===== src/rtl/router_port_sink.sv =====
// router_port_sink: drains one router port FIFO, strips header/parity, streams payload, reports per-packet status
// Ports: clk/rst (async active-high); vld_out/dout/rd_en port FIFO read side;
//   m_data/m_valid/m_last/m_ready payload byte stream; pkt_done/parity_err/addr_err/trunc_err
//   registered per-packet status; pkt_len header length field; pkt_cnt finished-packet count.
module router_port_sink #(
  parameter logic [1:0] PORT_ID = 2'd0,
  parameter int         TIMEOUT = 16
) (
  input  logic        clk,
  input  logic        rst,
  input  logic        vld_out,
  input  logic [7:0]  dout,
  output logic        rd_en,
  output logic [7:0]  m_data,
  output logic        m_valid,
  output logic        m_last,
  input  logic        m_ready,
  output logic        pkt_done,
  output logic        parity_err,
  output logic        addr_err,
  output logic        trunc_err,
  output logic [5:0]  pkt_len,
  output logic [15:0] pkt_cnt
);
  typedef enum logic [2:0] {IDLE, HDR, PLD, PAR, DONE} state_t;
  state_t      r_state;
  logic        r_infl;
  logic [6:0]  r_rem;
  logic [7:0]  r_par;
  logic [7:0]  r_tmo;
  logic [1:0]  r_addr;
  logic [7:0]  r_mem [2];
  logic [1:0]  r_ml;
  logic        r_wp;
  logic        r_rp;
  logic [1:0]  r_occ;
  logic [6:0]  w_need;
  logic        w_busy;
  logic        w_tick;
  logic        w_tmo;
  logic        w_push;
  logic        w_pop;
  // r_rem counts bytes of the packet not yet returned (in-flight byte included); in IDLE only the header is needed
  assign w_need  = (r_state == IDLE) ? 7'd1 : r_rem;
  assign w_busy  = (r_state == HDR) | (r_state == PLD) | (r_state == PAR);
  assign rd_en   = vld_out & (r_state != DONE) & ({6'd0, r_infl} < w_need)
                 & (({1'b0, r_occ} + {2'b0, r_infl}) < 3'd2);
  assign w_tick  = w_busy & ~r_infl & ~vld_out;
  assign w_tmo   = w_tick & (r_tmo == 8'(TIMEOUT - 1));
  assign w_push  = r_infl & (r_state == PLD);
  assign m_valid = (r_occ != 2'd0);
  assign w_pop   = m_valid & m_ready;
  assign m_data  = r_mem[r_rp];
  // on a truncating timeout the sole buffered byte may leave this very cycle, so mark it combinationally too
  assign m_last  = m_valid & (r_ml[r_rp] | (w_tmo & (r_state == PLD) & (r_occ == 2'd1)));
  always_ff @(posedge clk or posedge rst) begin
    if (rst) begin
      r_state    <= IDLE;
      r_infl     <= 1'b0;
      r_rem      <= 7'd0;
      r_par      <= 8'd0;
      r_tmo      <= 8'd0;
      r_addr     <= 2'd0;
      r_mem[0]   <= 8'd0;
      r_mem[1]   <= 8'd0;
      r_ml       <= 2'd0;
      r_wp       <= 1'b0;
      r_rp       <= 1'b0;
      r_occ      <= 2'd0;
      pkt_done   <= 1'b0;
      parity_err <= 1'b0;
      addr_err   <= 1'b0;
      trunc_err  <= 1'b0;
      pkt_len    <= 6'd0;
      pkt_cnt    <= 16'd0;
    end else begin
      r_infl   <= rd_en;
      pkt_done <= 1'b0;
      r_tmo    <= (r_infl | ~w_busy) ? 8'd0 : w_tick ? r_tmo + 8'd1 : r_tmo;
      if (w_tmo) begin
        r_state    <= DONE;
        pkt_done   <= 1'b1;
        parity_err <= 1'b0;
        addr_err   <= (r_addr != PORT_ID);
        trunc_err  <= 1'b1;
        pkt_cnt    <= pkt_cnt + 16'd1;
        if (r_state == PLD && r_occ != 2'd0) r_ml[~r_wp] <= 1'b1;
      end else begin
        case (r_state)
          IDLE: if (rd_en) r_state <= HDR;
          HDR: if (r_infl) begin
            pkt_len <= dout[7:2];
            r_addr  <= dout[1:0];
            r_par   <= dout;
            r_rem   <= (dout[7:2] == 6'd0) ? 7'd1 : {1'b0, dout[7:2]} + 7'd1;
            r_state <= (dout[7:2] == 6'd0) ? PAR : PLD;
          end
          PLD: if (r_infl) begin
            r_par <= r_par ^ dout;
            r_rem <= r_rem - 7'd1;
            if (r_rem == 7'd2) r_state <= PAR;
          end
          PAR: if (r_infl) begin
            r_rem      <= 7'd0;
            r_state    <= DONE;
            pkt_done   <= 1'b1;
            parity_err <= (dout != r_par);
            addr_err   <= (r_addr != PORT_ID);
            trunc_err  <= 1'b0;
            pkt_cnt    <= pkt_cnt + 16'd1;
          end
          default: r_state <= IDLE;
        endcase
      end
      if (w_push) begin
        r_mem[r_wp] <= dout;
        r_ml[r_wp]  <= (r_rem == 7'd2);
        r_wp        <= ~r_wp;
      end
      if (w_pop) r_rp <= ~r_rp;
      r_occ <= r_occ + {1'b0, w_push} - {1'b0, w_pop};
    end
  end
endmodule


===== config.mk =====
export PLATFORM = sky130hd
export DESIGN_NAME = router_port_sink
export DESIGN_NICKNAME = d
export VERILOG_FILES = /design/src/rtl/router_port_sink.sv
export SDC_FILE = /design/constraint.sdc
export NUM_CORES = 1
export LEC_CHECK = 0
export CAP_MARGIN = 5
export CORE_UTILIZATION = 46
export DETAILED_ROUTE_END_ITERATION = 10
export PLACE_DENSITY = 0.68
export SLEW_MARGIN = 15
export SYNTH_ARGS = -nofsm -noshare
export SYNTH_HDL_FRONTEND = slang
export SYNTH_SLANG_ARGS = --single-unit

===== constraint.sdc =====
create_clock -name clk -period 2.7 [get_ports clk]
set_clock_uncertainty 0.1 [all_clocks]
set_input_delay 0.27 -clock clk [delete_from_list [all_inputs] [get_ports clk]]
set_output_delay 0.27 -clock clk [all_outputs]
set_load 0.05 [all_outputs]

==> results_tabular.tex, run 1 <==
\begin{tabular}{lr}
\hline
Metric & Value \\
\hline
\multicolumn{2}{l}{\textbf{Worst setup path}} \\
\quad Worst EP arrival & 2.14 ns \\
\quad Data required time at the worst endpoint & roughly 2.3 ns \\
\quad Critical Path Source Type & flop \\
\quad Worst setup path class & reg2out \\
\quad CP max stage cell & sky130\_fd\_sc\_hd\_\_clkdlybuf4s50\_1 \\
\quad CP endpoint kind & output pin \\
\quad Delay of the slowest cell on the worst path & 0.70 ns \\
\quad Largest fanout on the critical path & 10 \\
\quad Critical path cell sequence & mux2\_2 -> clkdlybuf4s50\_1 \\
\multicolumn{2}{l}{\textbf{Clock tree}} \\
\quad Clock-pin slew on the worst setup and hold paths & 0.08 ns \\
\quad Clk root buf & sky130\_fd\_sc\_hd\_\_clkbuf\_8 \\
\quad Post-CTS setup buffer count & 0 \\
\quad Number of clock sinks & just under 80 \\
\quad Maximum count of clock buffers along a single path & 2 \\
\quad Source-to-sink clock delay at the later pin of the worst-skew pair & 0.36 ns \\
\quad Total of hold buffers inserted after clock tree synthesis & 0 \\
\quad Maximum level of the CTS H-tree & 3 \\
\quad CTS Buf Count & 9 \\
\quad TritonCTS clock tree & built \\
\multicolumn{2}{l}{\textbf{Yosys}} \\
\quad Net count of the mapped netlist & approximately 400 \\
\quad Post-Syn Instances & $\sim$370 \\
\quad Post-synth top flop & sky130\_fd\_sc\_hd\_\_dfrtp\_1 \\
\quad Distinct cell type count of the synthesized netlist & 51 \\
\quad Fraction of post-synthesis cell area in the top cell type by area & 48.7\% \\
\quad Share of the yosys chip area belonging to registers & between 40\% and 50\% \\
\quad Number of register bits inferred by synthesis & 77 \\
\quad EDFF count, synth & 0 \\
\quad Library cell occupying the most area in the post-synthesis netlist & sky130\_fd\_sc\_hd\_\_dfrtp\_1 \\
\quad Async set-or-reset flop fraction in the synthesized netlist & 100\% \\
\quad Average cell area after synthesis & about 11 µm² \\
\quad Ys Warns & 0 \\
\quad Top area cells in the synthesized netlist & sky130\_fd\_sc\_hd\_\_dfrtp\_1, sky130\_fd\_sc\_hd\_\_mux2\_2, sky130\_fd\_sc\_hd\_\_xnor2\_1 \\
\quad Cell area after technology mapping & $\sim$4000 µm² \\
\multicolumn{2}{l}{\textbf{STA}} \\
\quad Crit path time final & $\sim$2.5 ns \\
\quad Max transition margin & a little under two thirds \\
\quad Top achievable clock speed & $\sim$400 MHz \\
\quad Slew of the pin with the lowest slew margin & around 0.54 ns \\
\quad Final-layout worst hold slack & 0.202 ns \\
\quad Count of endpoints failing setup in the final report & 0 \\
\quad Final setup TNS & 0 ns \\
\quad Final cycle utilization of the critical path & roughly 93\% \\
\quad Number of max-slew violations in the final report & 0 \\
\quad Setup repair after global routing missed its margin & no \\
\quad Hold Fails Final Rpt & 0 \\
\multicolumn{2}{l}{\textbf{Run}} \\
\quad Max-cap violations & 0 \\
\multicolumn{2}{l}{\textbf{Pwr}} \\
\quad Leakage power of the design & 1.94 nW \\
\quad Total Power Consumption & 5.31 mW \\
\quad Max IR drop VDD & 740 µV \\
\quad Ratio of total power to cell area & 1130 nW/µm² \\
\multicolumn{2}{l}{\textbf{Layout}} \\
\quad Final nets & between 400 and 500 \\
\quad Most common library cell in the layout ignoring fill and taps & sky130\_fd\_sc\_hd\_\_dfrtp\_1 \\
\quad Layout overhead on the synthesized area & 19.0\% \\
\quad Most frequent cells in the layout & sky130\_fd\_sc\_hd\_\_dfrtp\_1, sky130\_fd\_sc\_hd\_\_clkdlybuf4s50\_1, sky130\_fd\_sc\_hd\_\_mux2\_2 \\
\quad \# diodes & 0 \\
\quad Ratio of cells with drive above 1 in the final layout & between 15 and 20\% \\
\multicolumn{2}{l}{\textbf{Drt}} \\
\quad First DRT Iteration DRCs & 159 \\
\quad Post-route DRC & 0 \\
\quad Post-detailed-route wirelength per cell & 15.4 µm \\
\quad Post-detailed-route count of antenna-violating nets & 0 \\
\quad Sum of routed wire length over all layers & 8050 µm \\
\quad Total number of vias & around 2900 \\
\quad Number of detailed-routing iterations run before antenna repair & 4 \\
\quad Average vias per placed instance & approximately 5.5 \\
\multicolumn{2}{l}{\textbf{Global route}} \\
\quad Gr usage total & about a fifth \\
\quad Number of global-route vias before repair & around 2800 \\
\quad Wire length of the first global-routing pass & roughly 14000 µm \\
\quad Initial antenna violation count & 0 \\
\quad Maximum number of pins on one net before global-route repair & just under 80 \\
\quad Congestion Overflow GR & 0 \\
\multicolumn{2}{l}{\textbf{Floorplanning}} \\
\quad Core Rows & 33 \\
\quad I/O pin cnt & between 40 and 50 \\
\quad Std-Cell Core Area & around 8300 µm² \\
\quad Area enclosed by the die boundary & 8980 µm² \\
\quad Die Y-Extent & 94.8 µm \\
\quad Initial core utilization & between 40\% and 50\% \\
\quad Die width & 94.8 µm \\
\multicolumn{2}{l}{\textbf{Placed design}} \\
\quad Placer Congestion & $\sim$0.84 \\
\quad Post-DP HPWL & about 5500 µm \\
\quad Port-buffer cells & 48 \\
\multicolumn{2}{l}{\textbf{Outcome}} \\
\quad Run status & finished, final reports clean \\
\multicolumn{2}{l}{\textbf{Worst hold path}} \\
\quad Type of the most critical hold path & in2async \\
\hline
\end{tabular}
-- layout make-up --
class | instances | area, µm²
Tap cell | 105 | 131
Timing Repair Buffer | 54 | 546
Multi-Input combinational cell | 260 | 1880
Fill cell | 754 | 3550
Clock buffer | 9 | 124
Clock inverter | 7 | 66.3
Sequential cell | 77 | 1930
Inverter | 9 | 33.8
-- worst paths after layout --
check,cells after the start,to,slack (ns),startpoint
max,2,m_data[3],0.19,r_rp
min,3,pkt_cnt[15],0.20,rst
max reg2reg,7,r_occ[1],0.53,r_state[1]
min reg2reg,1,pkt_cnt[15],0.38,pkt_cnt[15]
max in group asynchronous,3,r_state[2],1.95,rst
min in group clk,1,pkt_cnt[15],0.38,pkt_cnt[15]
-- layer usage --
layer | vias to the layer above | part of all wire, % | GRT usage (%)
li1 | 1402 | - | -
met1 | 1407 | 46 | 25.6
met2 | 69 | 48 | 32.1
met3 | 13 | 4.3 | 5.56
met4 | 0 | 1.5 | 6.44
met5 | - | 0 | 0
-- synth_stat cells, types with 4 or more instances --
cell type / n
sky130_fd_sc_hd__mux2_2: 32
sky130_fd_sc_hd__buf_2: 4
sky130_fd_sc_hd__xor2_1: 10
sky130_fd_sc_hd__dfrtp_1: 77
sky130_fd_sc_hd__ha_1: 8
sky130_fd_sc_hd__a21oi_1: 24
sky130_fd_sc_hd__inv_1: 9
sky130_fd_sc_hd__clkbuf_1: 14
sky130_fd_sc_hd__nand2b_1: 4
sky130_fd_sc_hd__xnor2_1: 27
sky130_fd_sc_hd__nand3b_1: 4
sky130_fd_sc_hd__o2111ai_1: 5
sky130_fd_sc_hd__nand2_1: 22
sky130_fd_sc_hd__o211ai_1: 5
sky130_fd_sc_hd__o21ai_0: 18
sky130_fd_sc_hd__nand4_1: 5
sky130_fd_sc_hd__nor3_1: 12
sky130_fd_sc_hd__nand3_1: 16
sky130_fd_sc_hd__nor2_1: 17
-- repair_timing --
| item | 4_1_cts | 5_1_grt |
|---|---|---|
| endpoints found under the hold margin | 0 | 0 |
| gates resized for setup | 0 | 1 |
| endpoints found under the setup margin | 0 | 1 |
-- state kept, by name (all words and copies together) (netlist names), 3 cells and up --
signal	count
pkt_cnt	16
pkt_len	6
r_mem	16
r_par	8
r_rem	7
r_state	3
r_tmo	8
-- power by group --
group          internal (mW)  leakage [nW]  total (mW)  switching [mW]
Combinational           1.02         0.893        2.48            1.45
Clock                  0.422        0.0987       0.865           0.443
Sequential              1.57         0.950        1.97           0.403
-- critical path, delay by kind of cell (launching register included) --
family / cells / cell delay (ns)
buf+inv: 1 / 0.70
flops: 1 / 0.68
mux: 1 / 0.39
-- cell families after synthesis --
| family | count (synthesis) | synth area share [%] |
|---|---|---|
| AOI/OAI and AO/OA | 71 | 11.3 |
| buffers and inverters | 32 | 3.83 |
| xor gates and xnor gates | 37 | 8.19 |
| DFF | 77 | 48.7 |
| and+or+nand+nor | 109 | 15.6 |
| muxes | 35 | 9.86 |
| adders and majority gates | 8 | 2.53 |
-- stage by stage --
stage	utilization [%]	instance area, µm²	std cells	setup WS [ns]
finish	57.0	4710	521	0.188
global route	57.0	4710	521	0.111
CTS	57.0	4710	521	0.126
detailed placement	54.7	4520	505	0.288
global placement	54.7	4520	505	0.361
floorplan	-	3960	369	0.292
No activity file was read; power rests on OpenSTA's default activity.
==> run 2, diff against run 1 <==
--- a/config.mk
+++ b/config.mk
@@ -9,7 +9,9 @@
 export CORE_UTILIZATION = 46
 export DETAILED_ROUTE_END_ITERATION = 10
 export PLACE_DENSITY = 0.68
+export SETUP_SLACK_MARGIN = 0.15
 export SLEW_MARGIN = 15
 export SYNTH_ARGS = -nofsm -noshare
 export SYNTH_HDL_FRONTEND = slang
 export SYNTH_SLANG_ARGS = --single-unit
+export TNS_END_PERCENT = 30
==> run 2 against run 1 <==
Core utilization is essentially flat. Critical path depth grew 4. Setup slack gained 0.11 ns. Wire length shrank 0.20%. First-iteration DRC count is the same. Worst hold slack gained 0.0044 ns. Via count is essentially flat. Sequential power is essentially flat. Highest routed layer unchanged. Final area is essentially flat. Register-to-register slack gained 0.03 ns. Flip-flop and latch count is the same. Combinational power is essentially flat.
==> results_tabular.tex, run 2 (synthesis gave the netlist of run 1 again) <==
\begin{tabular}{lr}
\hline
Metric & Value \\
\hline
\multicolumn{2}{l}{\textbf{Layout}} \\
\quad Multi-input gate area & 1880 µm² (unchanged) \\
\quad Total area of sequential cells & 1930 µm² (+0.19\%) \\
\quad \# diodes & 0 (unchanged) \\
\quad Final nets & 431 (unchanged) \\
\quad Registers with the most flip-flops & pkt\_cnt x16, r\_mem x16 \\
\quad Ratio of cells with drive above 1 in the final layout & 17.3\% (+0.72 points) \\
\quad Layout overhead on the synthesized area & 19.1\% (about the same) \\
\quad Most frequent cells in the layout & sky130\_fd\_sc\_hd\_\_dfrtp\_1, sky130\_fd\_sc\_hd\_\_clkdlybuf4s50\_1, sky130\_fd\_sc\_hd\_\_mux2\_2 \\
\quad Most common library cell in the layout ignoring fill and taps & sky130\_fd\_sc\_hd\_\_dfrtp\_1 \\
\quad Filler cell count & 751 (-0.40\%) \\
\quad Post-route design area & 4710 µm² (about the same) \\
\multicolumn{2}{l}{\textbf{Worst hold path}} \\
\quad Type of the most critical hold path & in2async \\
\multicolumn{2}{l}{\textbf{Clock tree}} \\
\quad Clk root buf & sky130\_fd\_sc\_hd\_\_clkbuf\_8 \\
\quad Maximum count of clock buffers along a single path & 2 (unchanged) \\
\quad Maximum level of the CTS H-tree & 3 (unchanged) \\
\quad CTS Buf Count & 9 (unchanged) \\
\quad Clock-pin slew on the worst setup and hold paths & 0.08 ns (about the same) \\
\quad Source-to-sink clock delay at the later pin of the worst-skew pair & 0.35 ns (about the same) \\
\quad Post-CTS setup buffer count & 0 (unchanged) \\
\quad Number of clock sinks & 77 (unchanged) \\
\quad TritonCTS clock tree & built \\
\multicolumn{2}{l}{\textbf{Placed design}} \\
\quad Post-DP HPWL & 5490 µm (unchanged) \\
\quad Placer Congestion & 0.837 (unchanged) \\
\quad Port-buffer cells & 48 (unchanged) \\
\quad Placed Area & 4520 µm² (unchanged) \\
\multicolumn{2}{l}{\textbf{Worst setup path}} \\
\quad Worst setup path class & reg2out \\
\quad Worst R2R Start & r\_state[1] \\
\quad Critical Path Source Type & flop \\
\quad Critical Path Source & r\_tmo[0] \\
\quad Endpoint of the worst-slack reg-to-reg timing path & r\_occ[1] \\
\quad Depth of the worst register-to-register path & 7 (unchanged) \\
\quad CP endpoint kind & output pin \\
\quad Largest fanout on the critical path & 8 (-2) \\
\quad Worst EP arrival & 2.03 ns (-0.11 ns) \\
\quad FF-to-FF setup slack & 0.56 ns (+0.03 ns) \\
\quad Critical path capture point & m\_last \\
\quad Data required time at the worst endpoint & 2.33 ns (about the same) \\
\multicolumn{2}{l}{\textbf{STA}} \\
\quad Crit path time final & 2.40 ns (-0.115 ns) \\
\quad Hold Fails Final Rpt & 0 (unchanged) \\
\quad Max transition margin & 63.8\% (about the same) \\
\quad Setup repair after global routing missed its margin & no \\
\quad Final setup TNS & 0 ns (unchanged) \\
\quad Slew of the pin with the lowest slew margin & 0.543 ns (-0.000127 ns) \\
\quad Number of max-slew violations in the final report & 0 (unchanged) \\
\quad Count of endpoints failing setup in the final report & 0 (unchanged) \\
\quad Final cycle utilization of the critical path & 88.8\% (-4.3 points) \\
\quad Top achievable clock speed & 417 MHz (+4.8\%) \\
\multicolumn{2}{l}{\textbf{Drt}} \\
\quad Post-detailed-route count of antenna-violating nets & 0 (unchanged) \\
\quad Post-detailed-route wirelength per cell & 15.4 µm (-0.20\%) \\
\quad First DRT Iteration DRCs & 159 (unchanged) \\
\quad Sum of routed wire length over all layers & 8030 µm (-0.20\%) \\
\quad Post-route DRC & 0 (unchanged) \\
\quad Average vias per placed instance & 5.55 (about the same) \\
\quad Number of detailed-routing iterations run before antenna repair & 4 (unchanged) \\
\quad Total number of vias & 2892 (+0.035\%) \\
\multicolumn{2}{l}{\textbf{Global route}} \\
\quad Maximum number of pins on one net before global-route repair & 78 (unchanged) \\
\quad Initial antenna violation count & 0 (unchanged) \\
\quad Wire length of the first global-routing pass & 13600 µm (unchanged) \\
\quad Congestion Overflow GR & 0 (unchanged) \\
\quad Number of global-route vias before repair & 2817 (unchanged) \\
\quad Gr usage total & 19.8\% (unchanged) \\
\multicolumn{2}{l}{\textbf{Pwr}} \\
\quad Leakage power of the design & 1.94 nW (-0.19\%) \\
\quad Ratio of total power to cell area & 1130 nW/µm² (about the same) \\
\quad Max IR drop VDD & 740 µV (about the same) \\
\multicolumn{2}{l}{\textbf{Floorplanning}} \\
\quad Die Y-Extent & 94.8 µm (unchanged) \\
\quad I/O pin cnt & 49 (unchanged) \\
\quad Area enclosed by the die boundary & 8980 µm² (unchanged) \\
\quad Std-Cell Core Area & 8260 µm² (unchanged) \\
\quad Initial core utilization & 47.9\% (unchanged) \\
\quad Core Rows & 33 (unchanged) \\
\quad Die width & 94.8 µm (unchanged) \\
\multicolumn{2}{l}{\textbf{Outcome}} \\
\quad Run status & finished, final reports clean \\
\multicolumn{2}{l}{\textbf{Run}} \\
\quad Max-cap violations & 0 (unchanged) \\
\hline
\end{tabular}
-- run 2: cell counts in the layout (fill, tap and decap cells not counted) --
No cell type changed its count.
-- run 2: worst min-delay path by stage --
stage                 from          end  slack (ns)  cells after the start
3_3_place_gp   pkt_cnt[15]  pkt_cnt[15]        0.36                      1
4_1_cts                rst     r_par[5]        0.23                      3
3_5_place_dp   pkt_cnt[15]  pkt_cnt[15]        0.37                      1
2_1_floorplan      dout[0]     r_mem[0]        0.32                      1
5_1_grt                rst  pkt_cnt[13]        0.27                      3
6_report               rst  pkt_cnt[15]        0.21                      3
-- run 2: routing by layer --
metal	GRT usage [%]	routed length (µm)	vias to the layer above	share of wire, %
li1	-	-	1402	-
met1	25.6	3700	1413	46
met2	32.1	3880	63	48
met3	5.56	329	14	4.1
met4	6.44	129	0	1.6
met5	0	0	-	0
-- run 2: repair_timing --
item	4_1_cts	5_1_grt
gates resized for setup	1	3
hold buffers	0	0
hold endpoints to repair	0	0
endpoints found under the setup margin	9	1
-- run 2: stage by stage --
stage               setup WS, ns  hold WS (ns)  total power [mW]  cells  util [%]
finish                     0.302         0.206              5.31    521      57.1
global route               0.163         0.270              5.66    521      57.1
CTS                        0.136         0.233              5.36    521      57.0
detailed placement         0.288         0.366              4.48    505      54.7
global placement           0.361         0.365              4.42    505      54.7
floorplan                  0.292         0.321              3.77    369         -
-- run 2: area by class of cell --
type | instances | area share (%)
repair buffers | 54 | 11.6
multi-input cells | 260 | 39.9
clock inverters | 7 | 1.41
clock buffers | 9 | 2.63
well taps | 105 | 2.79
flip-flops and latches | 77 | 41.0
inverters | 9 | 0.717
-- run 2: report_power, final --
part | internal [mW] | switching, mW
combinational | 1.02 | 1.45
sequential | 1.57 | 0.402
clock | 0.422 | 0.441
-- run 2: worst max-delay path, stage by stage, from the launching register on --
cell                      delay [ns]
sky130_fd_sc_hd__dfrtp_1        0.39
sky130_fd_sc_hd__ha_1           0.17
sky130_fd_sc_hd__and4b_1        0.29
sky130_fd_sc_hd__nand4_2        0.24
sky130_fd_sc_hd__nor3_1         0.24
sky130_fd_sc_hd__o21a_1         0.19
sky130_fd_sc_hd__buf_12         0.15
